===== config.mk =====
export PLATFORM = sky130hd
export DESIGN_NAME = axi_ram_fill_ctrl
export DESIGN_NICKNAME = d
export VERILOG_FILES = /design/src/rtl/axi_ram_fill_ctrl.sv
export SDC_FILE = /design/constraint.sdc
export NUM_CORES = 1
export LEC_CHECK = 0
export BUFFER_PORTS_ARGS = -buffer_cell sky130_fd_sc_hd__buf_2
export CORE_MARGIN = 1.5
export CORE_UTILIZATION = 56
export CTS_CLUSTER_SIZE = 20
export DETAILED_ROUTE_END_ITERATION = 8
export PLACE_DENSITY = 0.81
export SYNTH_ARGS = -nofsm -noshare
export SYNTH_HDL_FRONTEND = slang
export SYNTH_SLANG_ARGS = --single-unit
export TNS_END_PERCENT = 30

===== constraint.sdc =====
create_clock -name clk -period 7.6 [get_ports clk]
set_input_delay 1.14 -clock clk [delete_from_list [all_inputs] [get_ports clk]]
set_output_delay 1.14 -clock clk [all_outputs]
set_load 0.1 [all_outputs]

===== src/rtl/axi_ram_fill_ctrl.sv =====
// AXI4 write-burst master that fills a word region with a constant or incrementing pattern.
// One burst outstanding at a time. Bursts never cross a 4 KB boundary.
module axi_ram_fill_ctrl #(
  parameter int DATA_WIDTH    = 32,
  parameter int ADDR_WIDTH    = 16,
  parameter int ID_WIDTH      = 8,
  parameter int MAX_BURST_LEN = 16,
  parameter int LEN_WIDTH     = 16
) (
  input  logic                    clk,
  input  logic                    rst,
  input  logic                    cfg_start,
  input  logic [ADDR_WIDTH-1:0]   cfg_addr,
  input  logic [LEN_WIDTH-1:0]    cfg_len,
  input  logic [DATA_WIDTH-1:0]   cfg_data,
  input  logic                    cfg_incr,
  output logic                    busy,
  output logic                    done,
  output logic                    error,
  output logic [ID_WIDTH-1:0]     m_axi_awid,
  output logic [ADDR_WIDTH-1:0]   m_axi_awaddr,
  output logic [7:0]              m_axi_awlen,
  output logic [2:0]              m_axi_awsize,
  output logic [1:0]              m_axi_awburst,
  output logic                    m_axi_awvalid,
  input  logic                    m_axi_awready,
  output logic [DATA_WIDTH-1:0]   m_axi_wdata,
  output logic [DATA_WIDTH/8-1:0] m_axi_wstrb,
  output logic                    m_axi_wlast,
  output logic                    m_axi_wvalid,
  input  logic                    m_axi_wready,
  input  logic [1:0]              m_axi_bresp,
  input  logic                    m_axi_bvalid,
  output logic                    m_axi_bready,
  output logic [2:0]              debug_state
);

  // Handshakes: a transfer happens on a rising edge where valid and ready are both high;
  // valid and its payload are held stable until that edge, ready may toggle freely.

  localparam int BYTES = DATA_WIDTH / 8;
  localparam int SIZE  = $clog2(BYTES);
  localparam logic [ADDR_WIDTH-1:0] ALIGN_MASK = ~(ADDR_WIDTH'(BYTES - 1));

  localparam logic [2:0] S_IDLE = 3'd0;
  localparam logic [2:0] S_AW   = 3'd1;
  localparam logic [2:0] S_W    = 3'd2;
  localparam logic [2:0] S_B    = 3'd3;
  localparam logic [2:0] S_DONE = 3'd4;

  logic [2:0]            state;
  logic [ADDR_WIDTH-1:0] next_addr;
  logic [LEN_WIDTH-1:0]  remaining;
  logic                  incr_q;
  logic [7:0]            beat;

  logic [ADDR_WIDTH-1:0] plan_addr;
  logic [LEN_WIDTH-1:0]  plan_rem;
  logic [12:0]           bnd_words;
  logic [8:0]            plan_beats;

  assign m_axi_awid    = '0;
  assign m_axi_awsize  = 3'(SIZE);
  assign m_axi_awburst = 2'b01;
  assign m_axi_wstrb   = '1;
  assign debug_state   = state;

  // Next burst is planned from the config inputs when starting, otherwise from the running cursor.
  always_comb begin
    plan_addr  = (state == S_IDLE) ? (cfg_addr & ALIGN_MASK) : next_addr;
    plan_rem   = (state == S_IDLE) ? cfg_len : remaining;
    bnd_words  = (13'd4096 - {1'b0, plan_addr[11:0]}) >> SIZE;
    plan_beats = (32'(plan_rem) > 32'(MAX_BURST_LEN)) ? 9'(MAX_BURST_LEN) : 9'(plan_rem);
    if ({4'd0, plan_beats} > bnd_words) plan_beats = 9'(bnd_words);
  end

  always_ff @(posedge clk) begin
    if (rst) begin
      state         <= S_IDLE;
      busy          <= 1'b0;
      done          <= 1'b0;
      error         <= 1'b0;
      m_axi_awvalid <= 1'b0;
      m_axi_awaddr  <= '0;
      m_axi_awlen   <= '0;
      m_axi_wvalid  <= 1'b0;
      m_axi_wlast   <= 1'b0;
      m_axi_wdata   <= '0;
      m_axi_bready  <= 1'b0;
      next_addr     <= '0;
      remaining     <= '0;
      incr_q        <= 1'b0;
      beat          <= '0;
    end else begin
      case (state)
        S_IDLE: begin
          if (cfg_start) begin
            m_axi_wdata <= cfg_data;
            incr_q      <= cfg_incr;
            error       <= 1'b0;
            if (cfg_len == '0) begin
              state <= S_DONE;
              done  <= 1'b1;
            end else begin
              state         <= S_AW;
              busy          <= 1'b1;
              m_axi_awvalid <= 1'b1;
              m_axi_awaddr  <= plan_addr;
              m_axi_awlen   <= 8'(plan_beats - 9'd1);
              next_addr     <= plan_addr + (ADDR_WIDTH'(plan_beats) << SIZE);
              remaining     <= plan_rem - LEN_WIDTH'(plan_beats);
            end
          end
        end
        S_AW: begin
          if (m_axi_awready) begin
            m_axi_awvalid <= 1'b0;
            m_axi_wvalid  <= 1'b1;
            m_axi_wlast   <= (m_axi_awlen == 8'd0);
            beat          <= '0;
            state         <= S_W;
          end
        end
        S_W: begin
          if (m_axi_wready) begin
            // The pattern register keeps advancing past the last beat so the next burst continues it.
            m_axi_wdata <= m_axi_wdata + DATA_WIDTH'(incr_q);
            beat        <= beat + 8'd1;
            m_axi_wlast <= (beat + 8'd1 == m_axi_awlen);
            if (m_axi_wlast) begin
              m_axi_wvalid <= 1'b0;
              m_axi_wlast  <= 1'b0;
              m_axi_bready <= 1'b1;
              state        <= S_B;
            end
          end
        end
        S_B: begin
          if (m_axi_bvalid) begin
            m_axi_bready <= 1'b0;
            if (m_axi_bresp != 2'b00) error <= 1'b1;
            if (remaining == '0) begin
              state <= S_DONE;
              done  <= 1'b1;
              busy  <= 1'b0;
            end else begin
              state         <= S_AW;
              m_axi_awvalid <= 1'b1;
              m_axi_awaddr  <= plan_addr;
              m_axi_awlen   <= 8'(plan_beats - 9'd1);
              next_addr     <= plan_addr + (ADDR_WIDTH'(plan_beats) << SIZE);
              remaining     <= plan_rem - LEN_WIDTH'(plan_beats);
            end
          end
        end
        S_DONE: begin
          done  <= 1'b0;
          state <= S_IDLE;
        end
        default: state <= S_IDLE;
      endcase
    end
  end

endmodule


==> results of run 1 <==
[cells in the final DEF, fill, tap and decap left out, drive strengths merged, types with 9 or more instances in the layout]
| master | count |
|---|---|
| ha | 28 |
| xor2 | 14 |
| inv | 28 |
| or4 | 9 |
| dfxtp | 105 |
| buf | 150 |
| a21o | 10 |
| o211ai | 13 |
| nor4 | 14 |
| conb | 21 |
| mux2i | 20 |
| o21ai | 64 |
| nand4 | 12 |
| nand2 | 155 |
| a211oi | 43 |
| nor3 | 34 |
| xnor2 | 25 |
| a21oi | 94 |
| a31oi | 15 |
| clkbuf | 10 |
| nor2 | 112 |
| nand3 | 42 |
| and3 | 11 |
| or3 | 13 |
[layer usage]
metal,vias up,global-route usage [%],wire (um)
li1,3922,-,-
met1,3669,39.1,9180
met2,299,47.5,9730
met5,-,0,13
met4,2,7.76,311
met3,36,6.32,1350
[sequential cells by signal, indices dropped and copies added (netlist names)]
signal,cells
beat,8
next_addr,14
remaining,16
debug_state,3
m_axi_awaddr,16
m_axi_wvalid,1
m_axi_wdata,32
m_axi_awvalid,1
m_axi_bready,1
done,1
error,1
incr_q,1
busy,1
m_axi_awlen,8
m_axi_wlast,1
[power by group]
part	switching [mW]	internal [mW]
Sequential	0.118	0.657
Combinational	1.11	0.471
Clock	0.227	0.227
[final cells by class]
| class | instances | area (um2) | share of cell area (%) |
|---|---|---|---|
| clock buffer | 10 | 229 | 2.71 |
| clock inverter | 6 | 48.8 | 0.578 |
| inverter | 25 | 93.8 | 1.11 |
| multi-input combinational | 846 | 4970 | 58.8 |
| sequential | 105 | 2100 | 24.9 |
| tap | 176 | 220 | 2.61 |
| timing repair buffer | 150 | 788 | 9.33 |
[final timing paths]
check,startpoint,endpoint,slack [ps],cells past startpoint
worst min register to register,m_axi_awaddr[7],m_axi_awaddr[7],450,2
worst max register to register,debug_state[1],next_addr[14],1210,26
worst min-delay path,m_axi_awaddr[7],m_axi_awaddr[7],450,2
worst max-delay path,cfg_len[8],next_addr[14],1040,26
[through the flow]
step	instances	setup WS (ps)	util, %	total power, mW	hold slack, ps
finish	1318	1040	64.3	2.81	452
global route	1318	598	64.3	2.99	483
floorplan	1059	583	-	2.07	439
detailed placement	1302	764	62.2	2.35	445
CTS	1318	1110	64.3	2.81	455
global placement	1302	881	62.2	2.32	434
[worst register-to-register path: stages (launching register included)]
cell and delay [ps]:
dfxtp_1 470, nor3_4 520, buf_4 360, mux2i_1 360
o21ai_1 150, xnor2_1 190, ha_1 310, nand3b_1 100
a211o_1 280, a211o_1 370, nor2_1 180, nor2_1 70
a21oi_1 270, inv_1 130, ha_1 240, fa_1 410
a21o_1 210, a21o_1 200, a21o_1 180, a21oi_1 240
o21bai_1 120, a21o_1 210, a21oi_1 290, nor2_1 110
o21ai_0 150, nand2_1 70, a31oi_1 160
[cell families after synthesis]
kind of cell | share of synthesized area [%]
other cells | 0.100
xor+xnor | 4.57
compound gates | 25.5
simple gates | 26.1
buf+inv | 6.56
flops | 28.1
mux | 3.28
fa+ha+maj | 5.77
==> reports/qor.txt, run 1 <==
minimum clock period - 6560 ps
# diodes - 0
post-synthesis sequential element count - 105
Die X - 119 um
number of buffers and inverters on the critical path - 2
fin crit share - 86.3%
share of post-route cells with drive strength above 1 - 16.1%
Ports - 156
CP top delay family - compound AO/OA/AOI/OAI gates
clk buf depth - 2
CTS tree - built
DP HPWL - 14.7 mm
gr ovfl total - 0
worst vdd ir - 0.238 mV
initial antenna violation count - 1
Mapped Cells - 1040
largest net degree at the start of global routing - 80
Clock Sink Count - 105
final hold vios - 0
vias in the first global route - 7064
Setup Total Neg Slack - 0 ps
GP Congestion - 0.940
clk_lat worst skew - 360 ps
layout net count - 1240
most common cell in the netlist - nand2_1
distinct cell type count of the synthesized netlist - 73
Worst Tran Pin Value - 798 ps
Max-Cap Viols - 0
status - completed
sequential share of the synthesized area - 28.1%
GRT Overall Usage - 29.2%
die height - 119 um
Mapped Avg Cell Area - 7.19 um2
Max stage delay cell, worst path - nor4_1
CP Max Fanout - 9
post-synth top area cell - dfxtp_1
Hold Crit Class - reg2reg
CTS Hold Bufs - 0
post-route DRC violation count - 0
row count - 42
cts bufs inserted - 9
# port buffers - 136
PwrDens - 333 nW/um2
Top cell by count, worst path - a21o_1
vias per cell - 6.02
dpl cell area - 8170 um2
Setup Crit Path Kind - in2reg
relative slew slack - 46.7%
Reg clk slew, reported paths - 70 ps
post-CTS setup buffer count - 0
Routed Antenna Nets - 0
mapped cell area - 7480 um2
number of synthesized flops with an enable pin - 0
Pleak - 3.64 nW
RSZ-0062 raised after global routing - no
area delta synth->final - 12.9%
Vias - 7928
Synth Flop Type - dfxtp_1
Worst EP required - 7890 ps
top post-synthesis cells by count - 155 x nand2_1, 112 x nor2_1, 105 x dfxtp_1
fmax - 152 MHz
Fill cells - 1227
core area - 13100 um2
Die Area - 14100 um2
Layout Skew - 8.96 ps
post-cts gate resize count - 0
max-slew violation count - 0
Post-synth ARST share - 0%
yosys warns - 0
startpoint types - primary input
area share of the largest cell type after synthesis - 28.1%
global-route wire length before repair - 34.1 mm
DRT Pass-1 Iters - 5
initial DRC count - 829
final wirelength - 20.6 mm
CP arrival - 6850 ps
drt wl/cell - 15.6 um
top post-synthesis cells by area - dfxtp_1 28%, nand2_1 7.8%, a21oi_1 6.3%, nor2_1 5.6%, ha_1 4.7%
critical path capture point type - flip-flop
post-route cell area - 8450 um2
H-tree depth - 3
max incr delay on CP - 520 ps
Root Driver - clkbuf_16
Final setup violation count - 0
initial core utilization - 56.9%
(Power assumes the default switching activity.)
==> run 2: changes to the inputs <==
ABC_AREA = 1   (was unset)
==> run 2 against run 1 <==
Net effect: flip-flop and latch count did not move; final cell count rose by 10%; setup slack improved by 470 ps; register-to-register slack improved by 300 ps; critical path depth rose by 6; final area rose by 1.9%; synthesized cell count rose by 12%; sequential share of layout area fell by 0.47 points; first-iteration DRC count fell by 22%; clock-buffer cell count did not move; largest cell class unchanged.
==> reports/qor.txt, run 2 <==
cts bufs inserted - 9
H-tree depth - 3
Root Driver - clkbuf_16
clk buf depth - 2
Max-Cap Viols - 0
area share of the largest cell type after synthesis - 27.4%
relative slew slack - 46.8%
R2R depth - 32
Mapped Avg Cell Area - 6.58 um2
min-delay src - m_axi_awaddr[5]
Die Area - 14400 um2
row count - 42
number of buffers and inverters on the critical path - 3
Synth Flop Type - dfxtp_1
minimum clock period - 6090 ps
yosys warns - 0
max-slew violation count - 0
post-cts gate resize count - 0
met2 GRT Util - 47.5%
post-route DRC violation count - 0
Clock Sink Count - 105
# port buffers - 136
number of synthesized flops with an enable pin - 0
Hold Path End - m_axi_awaddr[5]
fin crit share - 80.2%
CP arrival - 6320 ps
core area - 13300 um2
met3 usage - 5.18%
initial core utilization - 57.6%
DRT Pass-1 Iters - 5
Vias - 7883
CTS Hold Bufs - 0
Setup Crit Path Kind - reg2reg
GRT Overall Usage - 28.6%
post-synth top area cell - dfxtp_1
grt met1 use - 37.2%
final wirelength - 20.6 mm
Hold Crit Class - reg2reg
biggest regs - m_axi_wdata (32), m_axi_awaddr (16), remaining (16)
Top cell by count, worst path - nand2_1
worst hold stages - 2
global-route wire length before repair - 33.5 mm
CP top delay family - simple AND/OR/NAND/NOR gates
Fill cells - 1241
reg2reg setup slack - 1510 ps
clk_lat worst skew - 360 ps
post-CTS setup buffer count - 0
# diodes - 0
Ports - 156
Die X - 120 um
DP HPWL - 14.8 mm
initial DRC count - 643
distinct cell type count of the synthesized netlist - 54
layout net count - 1378
CTS tree - built
vias per cell - 5.42
Worst EP required - 7820 ps
critical path capture point type - flip-flop
most common cell in the netlist - nand2_1
Biggest register - m_axi_wdata
vias in the first global route - 7113
post-synthesis sequential element count - 105
Worst Tran Pin Value - 798 ps
Reg clk slew, reported paths - 70 ps
die height - 120 um
CP Max Fanout - 44
top post-synthesis cells by count - 276 x nand2_1, 160 x inv_1, 105 x dfxtp_1
drt wl/cell - 14.1 um
area delta synth->final - 12.4%
GP Congestion - 0.931
initial antenna violation count - 0
commonest non-fill, non-tap cell in the layout - nand2_1
Layout Skew - 7.69 ps
Critical R2R Capture - next_addr[12]
final hold vios - 0
startpoint types - flip-flop
max incr delay on CP - 540 ps
status - completed
share of post-route cells with drive strength above 1 - 16.6%
most frequent cells in the layout - 276 x nand2_1, 160 x inv_1, 136 x buf_2
Setup Total Neg Slack - 0 ps
Post-synth ARST share - 0%
sequential share of the synthesized area - 27.4%
worst r2r src - debug_state[0]
fmax - 164 MHz
Mapped Cells - 1164
Routed Antenna Nets - 0
mapped cell area - 7660 um2
Final setup violation count - 0
gr ovfl total - 0
max reg flops - 32
GRT busiest layer - met2
RSZ-0062 raised after global routing - no
largest net degree at the start of global routing - 67
Max stage delay cell, worst path - nor2_4
top post-synthesis cells by area - dfxtp_1 27%, nand2_1 14%, inv_1 7.8%, a21oi_1 6.5%, o21ai_0 5.0%
## run 2: cell types whose count changed in the layout (fill, tap and decap cells not counted), moves of 11 or more
cell,before,now
inv_1,24,160
nand2_1,155,276
a211oi_1,43,1
nor2_1,112,72
xor2_1,14,36
mux2i_1,20,1
o21bai_1,3,21
nor3_1,33,16
o21ai_0,62,77
xnor2_1,25,11
or3_1,13,0
nand3b_1,4,16
and3_1,11,0
## run 2: through the flow
| stage | util, % | cells | area, um2 | setup slack, ps | hold WS, ps |
|---|---|---|---|---|---|
| after global placement | 62.6 | 1440 | 8320 | 1750 | 443 |
| after floorplan | - | 1183 | 7730 | 2390 | 430 |
| after CTS | 64.8 | 1455 | 8610 | 1600 | 463 |
| after global routing | 64.8 | 1455 | 8610 | 1010 | 480 |
| after detailed placement | 62.6 | 1440 | 8320 | 1720 | 448 |
| final | 64.8 | 1455 | 8610 | 1510 | 459 |
## run 2: worst reg2reg max path, delay by kind of cell (launching register included)
family          cells  cell delay (ps)
fa+ha+maj           3              950
buf+inv             3              290
flops               1              380
compound gates     11             1910
simple gates       15             2440
## run 2: layout make-up
class / instances / area (um2) / area share [%]
sequential: 105 / 2100 / 24.4
clock inverter: 5 / 65.1 / 0.755
timing repair buffer: 142 / 726 / 8.43
clock buffer: 10 / 229 / 2.66
multi-input combinational: 849 / 4640 / 53.8
tap: 176 / 220 / 2.56
inverter: 168 / 633 / 7.35
## run 2: logic make-up after synthesis
group,share of synthesized area [%]
AO/OA/AOI/OAI,18.7
XOR/XNOR,5.37
adder cells (fa/ha/maj),5.09
buffers and inverters,13.2
flip-flops,27.4
multiplexers,0.131
other,0.0980
AND/OR/NAND/NOR,30.0
## run 2: how the worst max path moves through the flow
stage	from	depth (start not counted)	to	slack, ps
floorplan	debug_state[2]	36	next_addr[14]	2390
global route	debug_state[0]	33	next_addr[14]	1010
CTS	debug_state[0]	32	next_addr[12]	1600
detailed placement	debug_state[0]	32	next_addr[12]	1720
finish	debug_state[0]	32	next_addr[12]	1510
global placement	debug_state[0]	32	next_addr[14]	1750
## run 2: per-layer routing
metal	share of wire [%]	vias to the layer above
li1	-	3985
met4	2.2	0
met3	7.5	34
met2	47	294
met1	43	3570
met5	0	-
Power of run 2 is not shown: default switching activity piles up to over one toggle a cycle in this logic, so the estimate is an artifact.
==> run 3: changes to the inputs <==
CORE_UTILIZATION = 51   (was 56)
PLACE_DENSITY = 0.78   (was 0.81)
clock period = 5.1 ns   (was 7.6 ns; I/O delays follow)
==> run 3 against run 2 <==
Net effect: non-clock buffer count is 39 higher; sequential share of layout area is 1.3 points lower; clock skew is 3.0 ps higher; clock-buffer cell count is 1 higher; register-to-register slack worse by 1300 ps; setup slack worse by 1300 ps; critical path depth is 2 higher; global-route usage is 1.6 points lower; first-iteration DRC count is 23% higher; via count is 3.7% higher; final cell count is 3.4% higher.
==> reports/qor.txt, run 3 (same netlist as run 2, synthesis figures left out) <==
status - completed
CTS tree - built
Die Area - 15800 um2
Layout Skew - 10.6 ps
final wirelength - 22.0 mm
Hold Crit Class - reg2reg
minimum clock period - 4910 ps
GP Congestion - 0.935
drt wl/cell - 14.6 um
Root Driver - clkbuf_16
CP arrival - 5160 ps
most frequent cells in the layout - 266 x nand2_1, 159 x inv_1, 136 x buf_2
CP Max Fanout - 10
Worst Tran Pin Value - 771 ps
critical path capture point type - flip-flop
Die X - 126 um
Ports - 156
Max stage delay cell, worst path - dfxtp_4
Max-Cap Viols - 0
Clock Sink Count - 105
initial core utilization - 52.5%
Fill cells - 1329
DRT Pass-1 Iters - 6
biggest regs - m_axi_wdata (32), m_axi_awaddr (16), remaining (16)
max incr delay on CP - 370 ps
H-tree depth - 3
final hold vios - 0
startpoint types - flip-flop
Setup Crit Path Kind - reg2reg
DP HPWL - 15.7 mm
dpl cell area - 8510 um2
layout net count - 1418
Vias - 8172
# port buffers - 136
fmax - 204 MHz
Routed Antenna Nets - 0
post-route DRC violation count - 0
Top cell by count, worst path - nand2_1
global-route wire length before repair - 35.2 mm
clk buf depth - 2
cts bufs inserted - 9
CP top delay family - simple AND/OR/NAND/NOR gates
vias per cell - 5.43
vias in the first global route - 7384
relative slew slack - 48.6%
area delta synth->final - 19.5%
largest net degree at the start of global routing - 66
row count - 44
Reg clk slew, reported paths - 80 ps
gr ovfl total - 0
number of buffers and inverters on the critical path - 7
Biggest register - m_axi_wdata
clk_lat worst skew - 360 ps
share of post-route cells with drive strength above 1 - 21.1%
initial DRC count - 791
max-slew violation count - 0
post-route cell area - 9160 um2
Worst EP required - 5350 ps
initial antenna violation count - 1
fin crit share - 96.3%
GRT Overall Usage - 26.9%
reg2reg setup slack - 190 ps
commonest non-fill, non-tap cell in the layout - nand2_1
core area - 14600 um2
die height - 126 um
Final setup violation count - 0
max reg flops - 32
## run 3: changes by cell type in the layout (fill, tap and decap cells not counted), sizes merged
cell    previous run  this run
diode              0         1
clkbuf            10        13
buf              142       179
nand2            288       289
## run 3: worst paths after layout
path,start,end,depth (start not counted)
worst max-delay path,debug_state[1],next_addr[14],34
worst min-delay path,m_axi_awaddr[2],m_axi_awaddr[2],2
worst min register to register,m_axi_awaddr[2],m_axi_awaddr[2],2
worst max register to register,debug_state[1],next_addr[14],34
## run 3: cell type report
| type | instances | area [um2] | share of cell area (%) |
|---|---|---|---|
| multi-input combinational | 850 | 4750 | 51.9 |
| sequential | 105 | 2110 | 23.1 |
| timing repair buffer | 181 | 1120 | 12.2 |
| inverter | 168 | 638 | 6.97 |
| clock buffer | 11 | 243 | 2.65 |
| tap | 184 | 230 | 2.51 |
| clock inverter | 5 | 62.6 | 0.683 |
| antenna | 1 | 2.50 | 0.0273 |
## run 3: metal layers
layer  vias to the layer above  global-route usage, %  share of wire [%]
met5                         -                      0                  0
met4                         0                   10.4                2.3
met3                        47                   4.32                7.1
met2                       303                   44.4                 47
met1                      3763                   35.3                 44
li1                       4059                      -                  -
## run 3: timing repair
| item | in CTS | in global routing |
|---|---|---|
| setup buffers | 0 | 16 |
| setup endpoints to repair | 0 | 5 |
| endpoints found under the hold margin | 0 | 0 |
| hold buffers | 0 | 0 |
| gates resized for setup | 0 | 37 |
## run 3: through the flow
step	cells	util (%)	hold WS [ps]	TNS (ps)	setup WS [ps]
2_1_floorplan	1183	-	430	0	265
3_3_place_gp	1469	58.4	442	0	132
3_5_place_dp	1469	58.4	452	0	75.6
4_1_cts	1485	60.5	463	0	169
5_1_grt	1505	62.8	483	-202	-74.5
6_report	1505	62.8	464	0	189
## run 3: worst min-delay path, stage by stage (launching register included)
cell and delay [ps]:
dfxtp_1 310, nand2_1 60, a21oi_1 50
Power of run 3 is left out for the same reason.
